### config.mk
export PLATFORM = sky130hd
export DESIGN_NAME = ps2_host_tx
export DESIGN_NICKNAME = d
export VERILOG_FILES = /design/src/rtl/ps2_host_tx.sv
export SDC_FILE = /design/constraint.sdc
export NUM_CORES = 1
export LEC_CHECK = 0
export CAP_MARGIN = 20
export CORE_ASPECT_RATIO = 0.75
export CORE_UTILIZATION = 25
export CTS_CLUSTER_SIZE = 40
export DETAILED_ROUTE_END_ITERATION = 8
export PLACE_DENSITY = 0.44
export SLEW_MARGIN = 10
export SYNTH_ARGS = -nofsm -noshare
export SYNTH_HDL_FRONTEND = slang
export SYNTH_SLANG_ARGS = --single-unit
### constraint.sdc
create_clock -name clock -period 1.95 [get_ports clock]
set_input_delay 0.39 -clock clock [delete_from_list [all_inputs] [get_ports clock]]
set_output_delay 0.39 -clock clock [all_outputs]
set_load 0.05 [all_outputs]
### src/rtl/ps2_host_tx.sv
// PS/2 host-to-device command transmitter: inhibit, start bit, 8 data bits LSB first, odd parity, stop, ACK check.
// Define PS2_TX_RETRY_EN to retry a NACKed or timed-out byte up to twice before reporting error.
`timescale 1ns/1ps
module ps2_host_tx #(
  parameter int INHIBIT_TICKS = 128,
  parameter int TIMEOUT_TICKS = 2048
) (
  input  logic       clock,
  input  logic       reset,
  input  logic       ce,
  input  logic [1:0] ps2,
  output logic       ps2c_oe,
  output logic       ps2d_oe,
  input  logic [7:0] data,
  input  logic       valid,
  output logic       busy,
  output logic       done,
  output logic       error
);
  localparam int IW = $clog2(INHIBIT_TICKS + 1);
  localparam int TW = $clog2(TIMEOUT_TICKS + 1);
  localparam logic [IW-1:0] INH_START = IW'(INHIBIT_TICKS - 2);
  localparam logic [IW-1:0] INH_LAST  = IW'(INHIBIT_TICKS - 1);
  localparam logic [TW-1:0] TO_LAST   = TW'(TIMEOUT_TICKS - 1);

  typedef enum logic [2:0] {S_IDLE, S_INHIBIT, S_SEND, S_WAITIDLE, S_FAIL} state_t;

  state_t        r_state, w_state_nxt;
  logic [7:0]    r_clk_shift;
  logic          r_filt, r_ps2d;
  logic [8:0]    r_frame, w_frame_nxt;
  logic [IW-1:0] r_inh_cnt, w_inh_nxt;
  logic [TW-1:0] r_to_cnt, w_to_nxt;
  logic [3:0]    r_bit, w_bit_nxt;
  logic          r_c_oe, w_c_oe_nxt, r_d_oe, w_d_oe_nxt;
  logic          r_busy, w_busy_nxt, r_done, w_done_nxt, r_err, w_err_nxt;
  logic          w_fall, w_fail;
`ifdef PS2_TX_RETRY_EN
  logic [1:0]    r_attempt, w_attempt_nxt;
`endif

  // Fall is the tick on which the filtered clock drops from 1 to 0.
  assign w_fall = r_filt & (r_clk_shift == 8'h00);

  always_comb begin
    w_state_nxt = r_state;
    w_frame_nxt = r_frame;
    w_inh_nxt   = r_inh_cnt;
    w_to_nxt    = r_to_cnt;
    w_bit_nxt   = r_bit;
    w_c_oe_nxt  = r_c_oe;
    w_d_oe_nxt  = r_d_oe;
    w_busy_nxt  = r_busy;
    w_done_nxt  = 1'b0;
    w_err_nxt   = 1'b0;
    w_fail      = 1'b0;
`ifdef PS2_TX_RETRY_EN
    w_attempt_nxt = r_attempt;
`endif
    case (r_state)
      S_IDLE: begin
        w_c_oe_nxt = 1'b0;
        w_d_oe_nxt = 1'b0;
        if (valid) begin
          w_frame_nxt = {~^data, data};
          w_busy_nxt  = 1'b1;
          w_c_oe_nxt  = 1'b1;
          w_inh_nxt   = '0;
          w_state_nxt = S_INHIBIT;
`ifdef PS2_TX_RETRY_EN
          w_attempt_nxt = 2'd0;
`endif
        end
      end
      S_INHIBIT: begin
        w_inh_nxt = r_inh_cnt + 1'b1;
        if (r_inh_cnt == INH_START) w_d_oe_nxt = 1'b1;
        if (r_inh_cnt == INH_LAST) begin
          w_c_oe_nxt  = 1'b0;
          w_bit_nxt   = 4'd0;
          w_to_nxt    = '0;
          w_state_nxt = S_SEND;
        end
      end
      S_SEND: begin
        if (w_fall) begin
          w_to_nxt  = '0;
          w_bit_nxt = r_bit + 1'b1;
          if (r_bit <= 4'd8)       w_d_oe_nxt = ~r_frame[r_bit];
          else if (r_bit == 4'd9)  w_d_oe_nxt = 1'b0;
          else if (r_ps2d)         w_fail = 1'b1;
          else                     w_state_nxt = S_WAITIDLE;
        end else if (r_to_cnt == TO_LAST) begin
          w_fail = 1'b1;
        end else begin
          w_to_nxt = r_to_cnt + 1'b1;
        end
      end
      S_WAITIDLE: begin
        if (r_filt && r_ps2d) begin
          w_done_nxt  = 1'b1;
          w_busy_nxt  = 1'b0;
          w_state_nxt = S_IDLE;
        end else if (r_to_cnt == TO_LAST) begin
          w_fail = 1'b1;
        end else begin
          w_to_nxt = r_to_cnt + 1'b1;
        end
      end
      S_FAIL: begin
        w_c_oe_nxt  = 1'b0;
        w_d_oe_nxt  = 1'b0;
        w_err_nxt   = 1'b1;
        w_busy_nxt  = 1'b0;
        w_state_nxt = S_IDLE;
      end
      default: w_state_nxt = S_IDLE;
    endcase
    if (w_fail) begin
      w_c_oe_nxt  = 1'b0;
      w_d_oe_nxt  = 1'b0;
      w_state_nxt = S_FAIL;
`ifdef PS2_TX_RETRY_EN
      if (r_attempt != 2'd2) begin
        w_attempt_nxt = r_attempt + 2'd1;
        w_c_oe_nxt    = 1'b1;
        w_inh_nxt     = '0;
        w_state_nxt   = S_INHIBIT;
      end
`endif
    end
  end

  always_ff @(posedge clock or posedge reset) begin
    if (reset) begin
      r_state     <= S_IDLE;
      r_clk_shift <= 8'hFF;
      r_filt      <= 1'b1;
      r_ps2d      <= 1'b1;
      r_frame     <= '0;
      r_inh_cnt   <= '0;
      r_to_cnt    <= '0;
      r_bit       <= '0;
      r_c_oe      <= 1'b0;
      r_d_oe      <= 1'b0;
      r_busy      <= 1'b0;
      r_done      <= 1'b0;
      r_err       <= 1'b0;
`ifdef PS2_TX_RETRY_EN
      r_attempt   <= '0;
`endif
    end else if (ce) begin
      r_clk_shift <= {r_clk_shift[6:0], ps2[0]};
      if (r_clk_shift == 8'hFF)      r_filt <= 1'b1;
      else if (r_clk_shift == 8'h00) r_filt <= 1'b0;
      r_ps2d    <= ps2[1];
      r_state   <= w_state_nxt;
      r_frame   <= w_frame_nxt;
      r_inh_cnt <= w_inh_nxt;
      r_to_cnt  <= w_to_nxt;
      r_bit     <= w_bit_nxt;
      r_c_oe    <= w_c_oe_nxt;
      r_d_oe    <= w_d_oe_nxt;
      r_busy    <= w_busy_nxt;
      r_done    <= w_done_nxt;
      r_err     <= w_err_nxt;
`ifdef PS2_TX_RETRY_EN
      r_attempt <= w_attempt_nxt;
`endif
    end
  end

  assign ps2c_oe = r_c_oe;
  assign ps2d_oe = r_d_oe;
  assign busy    = r_busy;
  assign done    = r_done;
  assign error   = r_err;
endmodule

==> results of run 1 <==
[layout make-up]
type,instances,share of cell area (%)
Timing Repair Buffer,78,17.3
Sequential cell,51,32.6
Multi-Input combinational cell,219,40.2
Clock buffer,8,4.52
Tap cell,140,4.43
Inverter,10,0.948
[flip-flops by register name, indices dropped and copies added, names as in the netlist, 3 cells and up]
signal       cells
r_bit            4
r_inh_cnt        8
r_frame          9
r_to_cnt        12
r_state          3
r_clk_shift      8
[worst min path at each step]
| stage | to | slack (ns) | cells past startpoint |
|---|---|---|---|
| global route | r_frame[7] | 0.50 | 3 |
| CTS | r_frame[4] | 0.48 | 3 |
| finish | r_to_cnt[8] | 0.46 | 3 |
| detailed placement | r_frame[6] | 0.46 | 2 |
| global placement | busy | 0.46 | 2 |
| floorplan | r_frame[2] | 0.44 | 2 |
[power breakdown]
group | internal, mW | switching (mW) | total, mW
sequential | 1.35 | 0.211 | 1.57
combinational | 0.739 | 0.805 | 1.54
clock | 0.633 | 0.396 | 1.03
[layer usage]
metal	vias to the layer above	track usage, %	wire, um
met5	-	0	0
met4	0	4.22	95
met3	7	2.47	295
met2	55	18.1	2930
met1	1148	19.2	3690
li1	1189	-	-
[worst max-delay path: cells and delay by family, from the launching register on]
kind                       cells  cell delay (ns)
DFF                            1             0.40
AOI/OAI and AO/OA              3             0.59
adders and majority gates      1             0.17
and+or+nand+nor                2             0.69
[metrics by stage]
step | setup TNS [ns] | area (sq um) | hold slack (ns)
6_report | -0.00984 | 3960 | 0.460
5_1_grt | -0.336 | 3960 | 0.498
4_1_cts | 0 | 3870 | 0.478
3_5_place_dp | -3.43 | 3640 | 0.461
3_3_place_gp | -2.72 | 3640 | 0.462
2_1_floorplan | 0 | 2880 | 0.440
[cell usage after synthesis, drive strengths merged (6+ instances only)]
cell    instances
mux2           12
ha              6
dfrtp          41
inv            10
nand2          43
o21ai           8
xnor2          16
dfstp          10
a21oi           8
clkbuf         10
nor3            8
nand4           9
nand3          15
nor4            6
nor2           31
[logic make-up (layout without fill, tap and decap cells)]
group / count (synthesis) / after routing
buf+inv: 22 / 96
mux: 15 / 15
simple gates: 135 / 135
flops: 51 / 51
fa+ha+maj: 6 / 6
xor+xnor: 20 / 20
compound gates: 43 / 43
[timing repair]
item | in CTS | in global routing
endpoints found under the setup margin | 7 | 11
gates cloned | 0 | 0
resized for setup | 8 | 19
buffers inserted | 1 | 2
pin swaps | 3 | 8
==> qor.yml, run 1 <==
sta:
  tightest_slew_ns: 0.494
  post-route-period-util_pct: 101
  fin_ws_ns: -0.00984
  final.setup_skew_ns: 0.00453
  final-hold-violation-count: 0
  fmax_ghz: 0.510
  period_needed_ns: 1.96
  maxSlewHeadroom_pct: 67.0
  grt_setup_unrepaired: "true"
  setup_viol: 1
  slew_viol_final: 0
placed_design:
  post-place-ws_ns: -0.327
  hpwl_mm: 5.11
  gp_congestion: 0.780
  placed_cells: 495
  io_buffer_count: 18
yosys:
  postSynth.asyncResetShare_pct: 100
  syn-mean-instance-area_sq_um: 9.88
  yosysWarnings: 0
  synth_seq_area_share_pct: 44.7
  synth.largest_area_cell: "dfrtp_1"
  yosys_most_used_dff: "dfrtp_1"
  synth_fp_nets: 312
  synthMuxAreaShare_pct: 6.59
  synthSimpleGateAreaFrac_pct: 25.9
  synth_compound_area_share_pct: 10.9
  synth.cell_area_sq_mm: 0.00288
  synth_top_family_by_area: "simple AND/OR/NAND/NOR gates"
  synth_edf_count: 0
  synth_seq_cells: 51
  synth_top_area_share_pct: 35.6
  synth_xor_area_share_pct: 6.07
  synth.distinct_cells: 56
  netlist_instances: 292
  ys_top_cells_by_area: "dfrtp_1 (36%), dfstp_2 (9.1%), nand2_1 (5.6%)"
  synth-adder-area-share_pct: 2.60
setup_path:
  slowest_delay_ns: 0.56
  ff2ff_path_depth: 6
  cp_cell_sequence: "ha_4, nand4_1, or4b_4, o22ai_4, a32oi_2, a221o_1"
  reg2reg_slack_ns: -0.01
  worstPathArrival_ns: 2.14
  rr_endpoint: "r_state[1]"
  crit_fanout: 4
  worstSetupEndpointType: "flop"
  crit_start: "r_to_cnt[1]"
  r2r-start: "r_to_cnt[1]"
  required_ns: 2.13
  endpoint: "r_state[1]"
  worstSetupStartpointType: "flop"
  worst_path_max_delay_cell: "or4b_4"
  crit_type: "flop to flop"
finish:
  most-common-layout-cells: "buf_4 (54), nand2_1 (43), dfrtp_1 (40)"
  nets: 385
  diodes: 0
  final_common_cell: "buf_4"
  stdcell_count: 506
  final_util_pct: 35.8
  drive_above_1_share_pct: 33.1
  area_growth_pct: 37.2
  regArea_sq_mm: 0.00129
  multi_input_area_sq_mm: 0.00159
  fill_cells: 1123
clock_tree:
  clockBufferDepth: 2
  cts_buffers: 5
  cts_hold_buffers: 0
  path_clk_slew_ns: 0.07
  cts_tree: "yes"
  clock-sinks: 51
  cts-root-buf: "clkbuf_16"
  clock_latency_ns: 0.30
  h-tree-depth: 2
run_status:
  violations: "negative setup slack"
  status: "complete, but fails checks"
global_routing:
  grt-ovfl-total: 0
  grt_max_degree: 52
  grt_pass1_wl_mm: 11.9
  grt_pass1_vias: 2315
  track_usage_pct: 12.8
  antenna_found_initial: 0
drt:
  finalWirelength_mm: 7.01
  via_count: 2399
  drt-initial-drc-count: 174
  wl_per_cell_um: 13.8
  drt.antenna.violating_nets: 0
  route.detailed.drc: 0
  avgViaCountPerCell: 4.74
  drtPass1Iterations: 4
pwr:
  vdd_drop_max_uv: 411
  power_density_mw_per_mm2: 1050
  power_mw: 4.14
  p_leak_nw: 1.69
floorplanning:
  die_width_um: 126
  core_sq_mm: 0.0111
  placementRows: 33
  initial_core_util_pct: 26.1
  dieHeight_um: 95.0
  die_area_sq_mm: 0.0120
  io-pin-count: 19
min_path:
  hold_path.class: "input pin to async pin"
flow_run:
  maxCapViolations: 0
No activity file was read; power rests on OpenSTA's default activity.
==> run 2, diff against run 1 <==
--- a/config.mk
+++ b/config.mk
@@ -7,6 +7,7 @@
 export LEC_CHECK = 0
 export CAP_MARGIN = 20
 export CORE_ASPECT_RATIO = 0.75
+export CORE_MARGIN = 2
 export CORE_UTILIZATION = 25
 export CTS_CLUSTER_SIZE = 40
 export DETAILED_ROUTE_END_ITERATION = 8
==> qor.yml, run 2 (synthesized netlist as in run 1, its figures left out) <==
drt:
  finalWirelength_mm: 7.28  # +3.9%
  via_count: 2403  # +0.17%
  wl_per_cell_um: 14.1  # +2.1%
  route.detailed.drc: 0  # unchanged
  drtPass1Iterations: 4  # unchanged
  drt.antenna.violating_nets: 0  # unchanged
  drt-initial-drc-count: 88  # -49%
  avgViaCountPerCell: 4.67  # -1.6%
global_routing:
  antenna_found_initial: 0  # unchanged
  use_met2_pct: 16.3  # -1.8 points
  use_met3_pct: 2.54  # +0.075 points
  grt_pass1_wl_mm: 12.0  # +1.3%
  busiest_layer: "met1"
  track_usage_pct: 12.3  # -0.44 points
  grt_max_degree: 52  # unchanged
  met1_usage_pct: 19.6  # +0.33 points
  grt-ovfl-total: 0  # unchanged
  grt_pass1_vias: 2319  # +0.17%
sta:
  grt_setup_unrepaired: "true"
  maxSlewHeadroom_pct: 67.1  # +0.11 points
  final-hold-violation-count: 0  # unchanged
  tightest_slew_ns: 0.486  # -0.00779 ns
  slew_viol_final: 0  # unchanged
  fmax_ghz: 0.511  # +0.24%
  fin_ws_ns: -0.00521  # +0.00463 ns
  post-route-period-util_pct: 100  # -0.24 points
  final.setup_skew_ns: 0.00931  # +0.00478 ns
  period_needed_ns: 1.96  # -0.00463 ns
  setup_viol: 1  # unchanged
setup_path:
  crit_fanout: 3  # -1
  worstPathArrival_ns: 2.12  # -0.02 ns
  rr_endpoint: "r_state[1]"
  worstSetupStartpointType: "flop"
  required_ns: 2.12  # about the same
  reg2reg_slack_ns: -0.005  # about the same
  crit_start: "r_inh_cnt[1]"
  ff2ff_path_depth: 7  # +1
  crit_type: "flop to flop"
  worstSetupEndpointType: "flop"
  r2r-start: "r_inh_cnt[1]"
clock_tree:
  clockBufferDepth: 2  # unchanged
  cts_buffers: 5  # unchanged
  cts_tree: "yes"
  h-tree-depth: 2  # unchanged
  clock-sinks: 51  # unchanged
  clock_latency_ns: 0.30  # about the same
  path_clk_slew_ns: 0.07  # about the same
  cts-root-buf: "clkbuf_16"
finish:
  largest_reg_flops: 12  # unchanged
  reg.largest.list: "r_to_cnt (12), r_frame (9)"
  regArea_sq_mm: 0.00129  # unchanged
  multi_input_area_sq_mm: 0.00163  # +2.6%
  top_register: "r_to_cnt"
  stdcell_count: 515  # +1.8%
  final_common_cell: "buf_4"
  drive_above_1_share_pct: 36.0  # +2.9 points
  fill_cells: 1137  # +1.2%
  most-common-layout-cells: "buf_4 (64), nand2_1 (43), dfrtp_1 (40)"
  nets: 394  # +2.3%
  area_growth_pct: 40.3
  diodes: 0  # unchanged
  fin_area_sq_mm: 0.00405  # +2.2%
floorplanning:
  io-pin-count: 19  # unchanged
  placementRows: 33  # unchanged
  die_area_sq_mm: 0.0124  # +3.7%
  dieHeight_um: 97.0  # +2.1%
  die_width_um: 128  # +1.6%
  initial_core_util_pct: 26.1  # unchanged
  core_sq_mm: 0.0111  # unchanged
pwr:
  p_leak_nw: 1.72  # +2.2%
  p_comb_share_pct: 39.8  # +2.5 points
  switching_share_pct: 34.6  # +0.53 points
  p_int_mw: 2.78  # +1.9%
  vdd_drop_max_uv: 404  # -1.5%
  power_density_mw_per_mm2: 1050  # +0.53%
  clock_power_share_pct: 23.8  # -1.1 points
  seqPwrFrac_pct: 36.4  # -1.4 points
  p_sw_mw: 1.47  # +4.3%
placed_design:
  hpwl_mm: 5.40  # +5.6%
  io_buffer_count: 18  # unchanged
  post-place-ws_ns: -0.234  # +0.0934 ns
  placed_cells: 501  # +1.2%
  postPlaceCellArea_sq_mm: 0.00368  # +0.89%
  gp_congestion: 0.829  # +6.2%
min_path:
  hold_path.class: "input pin to async pin"
run_status:
  status: "complete, but fails checks"
  violations: "negative setup slack"
flow_run:
  maxCapViolations: 0  # unchanged
[run 2: stage by stage]
step | TNS, ns | util (%) | hold WS, ns | power (mW)
4_1_cts | -0.00885 | 35.3 | 0.473 | 4.18
6_report | -0.00521 | 36.6 | 0.448 | 4.25
3_5_place_dp | -2.80 | 33.2 | 0.465 | 3.08
2_1_floorplan | 0 | - | 0.440 | 2.46
3_3_place_gp | -2.55 | 33.2 | 0.461 | 3.07
5_1_grt | -0.528 | 36.6 | 0.502 | 4.54
[run 2: how the worst max path moves through the flow]
stage	to	slack, ns	cells past startpoint
after global routing	r_to_cnt[3]	-0.1	8
after floorplan	r_state[1]	0.03	6
final	r_state[1]	-0.005	7
after global placement	r_bit[1]	-0.29	8
after detailed placement	r_bit[1]	-0.23	8
after CTS	r_state[1]	-0.009	7
[run 2: critical path: stages (launching register included)]
cell	delay [ns]
dfrtp_1	0.36
ha_2	0.20
inv_2	0.03
o41a_1	0.48
buf_6	0.18
nor2_4	0.08
a32oi_2	0.13
a221o_1	0.36
[run 2: timing repair]
action | CTS | global route
hold buffers | 0 | 0
endpoints found under the hold margin | 0 | 0
pin swaps | 3 | 15
setup endpoints to repair | 8 | 15
buffers inserted | 4 | 2
gates resized for setup | 6 | 27
[run 2: layer usage]
metal | up-vias | routed length (um)
li1 | 1205 | -
met1 | 1154 | 4020
met2 | 36 | 2900
met3 | 8 | 255
met4 | 0 | 104
met5 | - | 0
[run 2: cell type report]
class                   instances  area share (%)
multi-input cells             219            40.4
flip-flops and latches         51            31.9
repair buffers                 87            18.3
well taps                     140            4.33
clock buffers                   5            3.09
clock inverters                 3            1.08
inverters                      10           0.928
[run 2: power groups by stage]
stage,Sequential (mW),Clock [mW],Combinational (mW)
after floorplan,1.65,0,0.806
after global placement,1.55,0,1.52
after detailed placement,1.55,0,1.53
after CTS,1.54,1.06,1.58
after global routing,1.59,1.10,1.85
final,1.55,1.01,1.69
